<file path="src/rtl/mul_pkg.sv">
// mul_pkg: shared constants for the 4x4 sequential multiplier and the
// dot-product sequencer built around it.
//   - operand / product widths of seq_mul
//   - default multiplier latency (also used by seq_mul's integration bench)
//   - sequencer state encodings
//   - helper to size the latency down-counter
package mul_pkg;

    localparam int MUL_IN_W    = 4;
    localparam int MUL_OP_W    = 8;
    localparam int MUL_LAT_DEF = 6;

    // Sequencer states, kept as plain constants for legacy tool flows.
    localparam logic [1:0] ST_IDLE  = 2'd0;
    localparam logic [1:0] ST_START = 2'd1;
    localparam logic [1:0] ST_WAIT  = 2'd2;
    localparam logic [1:0] ST_OUT   = 2'd3;

    // Width needed to hold lat-1 (never less than one bit).
    function automatic int tmr_width(input int lat);
        return (lat > 1) ? $clog2(lat) : 1;
    endfunction

endpackage

</file>
<file path="src/rtl/lat_timer.sv">
// lat_timer: loadable down-counter with a zero flag.
//   clk      in   rising-edge clock
//   reset    in   synchronous active-high reset (counter -> 0)
//   load     in   load load_val this cycle
//   load_val in   W  value to load
//   zero     out  counter currently equals zero
// The counter stops at zero and stays there until the next load.
module lat_timer #(
    parameter int W = 3
) (
    input  logic         clk,
    input  logic         reset,
    input  logic         load,
    input  logic [W-1:0] load_val,
    output logic         zero
);

    logic [W-1:0] r_cnt;

    // Count register: load has priority, otherwise decrement down to zero.
    always_ff @(posedge clk) begin
        if (reset) begin
            r_cnt <= '0;
        end else if (load) begin
            r_cnt <= load_val;
        end else if (r_cnt != '0) begin
            r_cnt <= r_cnt - W'(1);
        end else begin
            r_cnt <= r_cnt;
        end
    end

    assign zero = (r_cnt == '0);

endmodule

</file>
<file path="src/rtl/mul_dot_seq.sv">
// mul_dot_seq: sequencer + dot-product accumulator around seq_mul.
//   clk, reset            clock, synchronous active-high reset
//   in_valid/in_ready     operand pair handshake (in_a, in_b, in_last)
//   mul_start             one-cycle start pulse to seq_mul
//   mul_a, mul_b          operands held stable for seq_mul
//   mul_op                product from seq_mul, sampled MUL_LAT cycles
//                         after the mul_start cycle
//   out_valid/out_ready   result handshake
//   acc_out               accumulated dot product (saturating)
//   term_cnt              terms in acc_out (saturating)
//   ovf                   sticky: accumulator saturated in this dot product
module mul_dot_seq
    import mul_pkg::*;
#(
    parameter int MUL_LAT = MUL_LAT_DEF,
    parameter int ACC_W   = 12,
    parameter int CNT_W   = 4
) (
    input  logic                clk,
    input  logic                reset,
    input  logic                in_valid,
    output logic                in_ready,
    input  logic [MUL_IN_W-1:0] in_a,
    input  logic [MUL_IN_W-1:0] in_b,
    input  logic                in_last,
    output logic                mul_start,
    output logic [MUL_IN_W-1:0] mul_a,
    output logic [MUL_IN_W-1:0] mul_b,
    input  logic [MUL_OP_W-1:0] mul_op,
    output logic                out_valid,
    input  logic                out_ready,
    output logic [ACC_W-1:0]    acc_out,
    output logic [CNT_W-1:0]    term_cnt,
    output logic                ovf
);

    localparam int TMR_W = tmr_width(MUL_LAT);
    localparam logic [TMR_W-1:0] TMR_LOAD = TMR_W'(MUL_LAT - 1);

    logic [1:0]          r_state;
    logic                r_last;
    logic                r_in_ready;
    logic                r_mul_start;
    logic [MUL_IN_W-1:0] r_mul_a;
    logic [MUL_IN_W-1:0] r_mul_b;
    logic                r_out_valid;
    logic [ACC_W-1:0]    r_acc;
    logic [CNT_W-1:0]    r_cnt;
    logic                r_ovf;

    logic                w_tmr_load;
    logic                w_tmr_zero;
    logic [ACC_W:0]      w_sum;
    logic [ACC_W-1:0]    w_acc_nxt;
    logic                w_ovf_nxt;
    logic [CNT_W-1:0]    w_cnt_nxt;

    // The countdown is armed while in START so WAIT sees MUL_LAT-1 first.
    assign w_tmr_load = (r_state == ST_START);

    lat_timer #(
        .W (TMR_W)
    ) u_lat_timer (
        .clk      (clk),
        .reset    (reset),
        .load     (w_tmr_load),
        .load_val (TMR_LOAD),
        .zero     (w_tmr_zero)
    );

    // One extra bit catches carry out of the accumulator.
    assign w_sum = {1'b0, r_acc} + {{(ACC_W + 1 - MUL_OP_W){1'b0}}, mul_op};

    // Saturating next-values for accumulator, sticky overflow and term count.
    always_comb begin
        w_acc_nxt = w_sum[ACC_W-1:0];
        w_ovf_nxt = r_ovf;
        w_cnt_nxt = r_cnt;
        if (w_sum[ACC_W]) begin
            w_acc_nxt = {ACC_W{1'b1}};
            w_ovf_nxt = 1'b1;
        end else begin
            w_acc_nxt = w_sum[ACC_W-1:0];
            w_ovf_nxt = r_ovf;
        end
        if (r_cnt != {CNT_W{1'b1}}) begin
            w_cnt_nxt = r_cnt + CNT_W'(1);
        end else begin
            w_cnt_nxt = r_cnt;
        end
    end

    // Sequencer FSM; all handshake outputs are registered alongside the state.
    always_ff @(posedge clk) begin
        if (reset) begin
            r_state     <= ST_IDLE;
            r_last      <= 1'b0;
            r_in_ready  <= 1'b1;
            r_mul_start <= 1'b0;
            r_mul_a     <= '0;
            r_mul_b     <= '0;
            r_out_valid <= 1'b0;
            r_acc       <= '0;
            r_cnt       <= '0;
            r_ovf       <= 1'b0;
        end else begin
            case (r_state)
                ST_IDLE: begin
                    if (in_valid) begin
                        r_mul_a     <= in_a;
                        r_mul_b     <= in_b;
                        r_last      <= in_last;
                        r_mul_start <= 1'b1;
                        r_in_ready  <= 1'b0;
                        r_state     <= ST_START;
                    end else begin
                        r_mul_start <= 1'b0;
                        r_in_ready  <= 1'b1;
                        r_state     <= ST_IDLE;
                    end
                end
                ST_START: begin
                    r_mul_start <= 1'b0;
                    r_state     <= ST_WAIT;
                end
                ST_WAIT: begin
                    // Product is only valid in the cycle the countdown hits zero.
                    if (w_tmr_zero) begin
                        r_acc <= w_acc_nxt;
                        r_ovf <= w_ovf_nxt;
                        r_cnt <= w_cnt_nxt;
                        if (r_last) begin
                            r_out_valid <= 1'b1;
                            r_state     <= ST_OUT;
                        end else begin
                            r_in_ready <= 1'b1;
                            r_state    <= ST_IDLE;
                        end
                    end else begin
                        r_state <= ST_WAIT;
                    end
                end
                ST_OUT: begin
                    if (out_ready) begin
                        r_acc       <= '0;
                        r_cnt       <= '0;
                        r_ovf       <= 1'b0;
                        r_out_valid <= 1'b0;
                        r_in_ready  <= 1'b1;
                        r_state     <= ST_IDLE;
                    end else begin
                        r_state <= ST_OUT;
                    end
                end
                default: begin
                    r_mul_start <= 1'b0;
                    r_out_valid <= 1'b0;
                    r_in_ready  <= 1'b1;
                    r_state     <= ST_IDLE;
                end
            endcase
        end
    end

    assign in_ready  = r_in_ready;
    assign mul_start = r_mul_start;
    assign mul_a     = r_mul_a;
    assign mul_b     = r_mul_b;
    assign out_valid = r_out_valid;
    assign acc_out   = r_acc;
    assign term_cnt  = r_cnt;
    assign ovf       = r_ovf;

endmodule
</file>
<file path="config.mk">
export PLATFORM = sky130hd
export DESIGN_NAME = mul_dot_seq
export DESIGN_NICKNAME = d
export VERILOG_FILES = /design/src/rtl/mul_pkg.sv /design/src/rtl/lat_timer.sv /design/src/rtl/mul_dot_seq.sv
export SDC_FILE = /design/constraint.sdc
export NUM_CORES = 1
export LEC_CHECK = 0
export CAP_MARGIN = 25
export CELL_PAD_IN_SITES_DETAIL_PLACEMENT = 0
export CELL_PAD_IN_SITES_GLOBAL_PLACEMENT = 1
export CORE_MARGIN = 3
export CORE_UTILIZATION = 30
export CTS_CLUSTER_SIZE = 10
export DETAILED_ROUTE_END_ITERATION = 8
export MAX_ROUTING_LAYER = met4
export PLACE_DENSITY = 0.66
export SLEW_MARGIN = 15
export SYNTH_ARGS = -nofsm -noshare
export SYNTH_HDL_FRONTEND = slang
export SYNTH_SLANG_ARGS = --single-unit
</file>
<file path="constraint.sdc">
create_clock -name clk -period 2.6 [get_ports clk]
set_input_delay 0.26 -clock clk [delete_from_list [all_inputs] [get_ports clk]]
set_output_delay 0.26 -clock clk [all_outputs]
set_load 0.02 [all_outputs]
</file>
Word level (Yosys, flattened, before mapping)
Index checks and enable logic that the tools add are counted.
{ "totals": {"reg_bits": 34, "output_inout_bits": 28, "word_cells": 68} }
{ "op_classes": {"n_addsub": 3, "n_eq_ne": 10, "muxes": 29, "reduce_logical": 14} }
{ "op_table": {"columns": ["op", "count"], "rows": [
  ["2-to-1 mux 12 bit", 3],
  ["case mux 12 bit (2 select lines)", 1],
  ["AND reduction 4 bit", 4],
  ["adder 12 x 8 -> 13 bit", 1],
  ["2-to-1 mux 4 bit", 3],
  ["2-to-1 mux 1 bit", 11],
  ["!= test 2 bit (second input constant)", 5],
  ["case mux 2 bit (4 select lines)", 1],
  ["case mux 4 bit (2 select lines)", 1],
  ["2-to-1 mux 2 bit", 3],
  ["2-to-1 mux 3 bit", 2],
  ["case mux 1 bit (2 select lines)", 3],
  ["nonzero test 2 bit", 3],
  ["nonzero test 3 bit", 2],
  ["adder 4 x 1 -> 4 bit (second input constant)", 1],
  ["equality test 2 bit (second input constant)", 2],
  ["!= test 4 bit (second input constant)", 1],
  ["zero test 3 bit", 1],
  ["case mux 1 bit (3 select lines)", 1],
  ["AND reduction 3 bit", 1],
  ["subtractor 3 x 1 -> 3 bit (second input constant)", 1],
  ["equality test 2 x 1 -> 1 bit (second input constant)", 1],
  ["zero test 2 bit", 1],
  ["!= test 2 x 1 -> 1 bit (second input constant)", 1],
  ["other kinds (2)", 2]
]} }

Logic depth before layout (Yosys ltp)
{ "logic_depth": {"ltp_word": 4, "mapped_depth": 8, "ltp_nobuf": 7} }

By module
Synthesis repeated with hierarchy kept, for this count alone.
{ "hier_totals": {"hier_cells": 232, "hier_area_um2": 1914.3} }
{ "modules_own_cells": {"columns": ["module", "instances", "cells_each", "area_each_um2"], "rows": [
  ["mul_dot_seq", 1, 210, 1707.9],
  ["lat_timer", 1, 22, 206.4]
]} }

Least setup slack after synthesis
OpenSTA, ideal clock, no wires.
{ "synth_path": {"kind": "reg2reg", "from": "reg r_acc[0] (netlist: acc_out[0])", "to": "reg r_ovf (netlist: ovf)", "setup_ns": 0.079, "arrival_ns": 1.932, "slack_ns": 0.589, "path_stages_with_launch": 9, "path_buffers": 1, "synth_period_minus_slack_ns": 2.011, "cell_sequence": "dfxtp_1 > ha_1 > fa_1 > nand2_1 > o221a_4 > a211oi_2 > buf_4 > o21ai_1 > a211oi_2"} }
{ "synth_between": {"elab_chain_cells": 3} }
{ "synth_lines": {"columns": ["element", "line_no", "rtl"], "rows": [
  ["from (decl)", "mul_dot_seq.sv:47", "logic [ACC_W-1:0] r_acc;"],
  ["from (signal assigned)", "mul_dot_seq.sv:129", "r_acc <= w_acc_nxt;"],
  ["adder 12 x 8 -> 13 bit", "mul_dot_seq.sv:72", "assign w_sum = {1'b0, r_acc} + {{(ACC_W + 1 - MUL_OP_W){1'b0}}, mul_op};"],
  ["!= test 2 bit (no line)", null, null],
  ["AND reduction 4 bit (no line)", null, null],
  ["to (signal assigned)", "mul_dot_seq.sv:130", "r_ovf <= w_ovf_nxt;"],
  ["to (decl)", "mul_dot_seq.sv:49", "logic r_ovf;"]
]} }
No other way between the ends.
A chain may end at the register's enable or synchronous reset.

Worst setup path in the final report
{ "layout_path": {"from": "in mul_op[0]", "to": "reg r_acc[5] (netlist: acc_out[5])"} }
{ "layout_between": {"elab_chain_cells": 4} }
{ "layout_lines": {"columns": ["element", "line_no", "rtl"], "rows": [
  ["from (decl)", "mul_dot_seq.sv:29", "input logic [MUL_OP_W-1:0] mul_op,"],
  ["adder 12 x 8 -> 13 bit", "mul_dot_seq.sv:72", null],
  ["2-to-1 mux 12 bit", "mul_dot_seq.sv:79", "if (w_sum[ACC_W]) begin"],
  ["2-to-1 mux 12 bit", "mul_dot_seq.sv:128", "if (w_tmr_zero) begin"],
  ["case mux 12 bit (2 select lines)", "mul_dot_seq.sv:107", "case (r_state)"]
]} }
No other way between the ends. The select of a mux whose other input is x is not followed.

==> run_results.csv <==
group,metric,value,unit
status,status,"finished, final reports clean",
route,drt_drc_violations_left,0,
clocking,cts_tree,"yes",
place,gp_congestion,0.845,
worst_hold_path,hold_path.startpoint,"mul_b[2]",
die,io_pins,49,
logic_synthesis,synth.distinct_cells,48,
place,post_dp_cell_area,2470,sq um
clocking,cts_made_buffers,5,
global_routing,antenna_found_initial,0,
route,dr.pass1.iters,4,
global_routing,grt_max_degree,21,
place,hpwl,3.59,mm
route,vias_per_cell,5.00,
finish,final_common_cell,"clkdlybuf4s50_1",
sta,min_period_over_period,0.845,
setup_path,crit_start,"mul_op[0]",
route,wl,4.86,mm
finish,multi_input_area,1140,sq um
logic_synthesis,synth_flop_cell,"dfxtp_1",
die,dieArea,7340,sq um
setup_path,arrival,2390,ps
sta,period_minus_slack,2200,ps
power,vdd_ir_drop_max,0.305,mV
die,start_util,0.316,
setup_path,critPathKind,"in -> reg",
logic_synthesis,synth_edf_count,0,
logic_synthesis,synth_nets,267,
die,die_y,85.7,um
clocking,holdBufCountCts,0,
finish,fillerInstances,620,
job,maxCapViolCount,0,
logic_synthesis,seq_area_frac_synth,0.357,
power,power_density,540,nW/um^2
sta,finClkSkew,7.52,ps
clocking,cts.path.max_buffers,2,
finish,area.growth.synth_to_final,33.8,%
clocking,cts-root-buf,"clkbuf_8",
die,num_rows,28,
sta,max-slew-margin-rel,0.541,
sta,setup_viol,0,
finish,final_cell_mix,"48 x clkdlybuf4s50_1, 36 x a21oi_1, 34 x dfxtp_1, 33 x nand2_1, 15 x ha_1",
clocking,post_cts_resized,0,
route,ant_nets,0,
place,port_buffers,48,
route,wl_per_cell,13.7,um
die,core-area,6030,sq um
setup_path,reg2regPathDepth,8,
logic_synthesis,yosys_warnings,0,
sta,finalSetupTns,0,ps
worst_hold_path,hold_depth,2,
setup_path,cp.required,2790,ps
setup_path,start_kind,"input port",
global_routing,grtUsageTotal,0.139,
power,cellLeakagePower,0.953,nW
setup_path,reg2reg_from,"acc_out[0]",
clocking,clock-sinks,34,
clocking,cts_setup_buffers,0,
logic_synthesis,async_flop_share,0,
finish,fin_nets,316,
power,power.total,1.38,mW
clocking,clkSlewWorstSetupHoldPaths,80,ps
global_routing,grt_pass1_vias,1711,
sta,rsz0062_at_grt,"false",
setup_path,crit_fanout,8,
logic_synthesis,synth_seq_cells,34,
logic_synthesis,syn_area,1910,sq um
setup_path,end_kind,"register",
finish,antenna_cells,0,
sta,tightest_slew,686,ps
worst_hold_path,worstHoldPathType,"reg -> reg",
finish,layout-drive-gt1-share,0.0717,
route,num_vias,1770,
sta,final_hold_viol_count,0,
clocking,htree_levels,2,
sta,slew_viol_final,0,
sta,maxClockFrequency,455,MHz
sta,holdWs,456,ps
logic_synthesis,synth_area_per_cell,8.29,sq um
logic_synthesis,synth_cells,230,
global_routing,grt_overflow,0,
finish,register_area,681,sq um
route,drt_iter0_markers,80,
clocking,clkLatencyLatePin,280,ps
die,die_w,85.7,um
global_routing,grt_pass1_wl,8.08,mm
finish,final_cell_area,2550,sq um
where the power goes:
part	internal (mW)	switching (mW)	total (mW)
registers	0.569	0.0317	0.600
logic	0.179	0.225	0.403
clock network	0.180	0.194	0.374
total	0.927	0.450	1.38
critical path: stages:
cell,delay [ps]
clkdlybuf4s50_1,460
ha_1,180
fa_1,250
nand2_1,100
o221a_4,310
a211oi_2,340
buf_4,230
a21oi_1,60
o41ai_2,180
logic make-up (layout without fill, tap and decap cells):
| kind of cell | count (synthesis) | in the layout | synth area share |
|---|---|---|---|
| AO/OA/AOI/OAI | 84 | 84 | 0.293 |
| XOR/XNOR | 5 | 5 | 0.0230 |
| adder cells (fa/ha/maj) | 16 | 16 | 0.109 |
| buffers and inverters | 22 | 71 | 0.0460 |
| flip-flops | 34 | 34 | 0.357 |
| multiplexers | 1 | 1 | 0.00525 |
| AND/OR/NAND/NOR | 68 | 68 | 0.167 |
through the flow:
stage | cells | setup slack [ps] | util
floorplan | 230 | 589 | -
global placement | 347 | 154 | 0.410
detailed placement | 347 | 93.4 | 0.410
CTS | 354 | 389 | 0.423
global route | 354 | 234 | 0.423
finish | 354 | 404 | 0.423
cells in the mapped netlist, drive strengths merged (3+ instances only):
| master | number | share of area |
|---|---|---|
| a21oi | 37 | 0.099 |
| dfxtp | 34 | 0.36 |
| nand2 | 33 | 0.065 |
| ha | 15 | 0.098 |
| o21ai | 13 | 0.034 |
| inv | 11 | 0.022 |
| nor2 | 11 | 0.022 |
| a211oi | 8 | 0.039 |
| clkbuf | 8 | 0.016 |
| a21o | 7 | 0.028 |
| nor3 | 5 | 0.013 |
| nand2b | 4 | 0.013 |
| nand3 | 4 | 0.013 |
| buf | 3 | 0.0085 |
| xnor2 | 3 | 0.014 |
routing by layer:
layer / GRT usage / wire (um)
met5: - / 0
met4: 0.0417 / 65
met3: 0.0317 / 160
met2: 0.206 / 2150
met1: 0.190 / 2490
worst paths after layout:
| path | end | slack [ps] |
|---|---|---|
| max | acc_out[5] | 400 |
| min | mul_b[2] | 460 |
| max reg2reg | acc_out[5] | 480 |
| min reg2reg | mul_b[2] | 460 |
flip-flops by register name, summed over array words and instances, names as in the netlist:
name               count
r_last                 1
ovf                    1
mul_b                  4
out_valid              1
r_state                2
term_cnt               4
acc_out               12
mul_start              1
in_ready               1
mul_a                  4
u_lat_timer.r_cnt      3
final cells by class:
cell class	count	area share
timing repair buffer	53	0.203
clock buffer	5	0.0270
clock inverter	2	0.00393
sequential	34	0.267
multi-input combinational	174	0.446
tap	75	0.0368
inverter	11	0.0162
No activity file was read; power rests on OpenSTA's default activity.
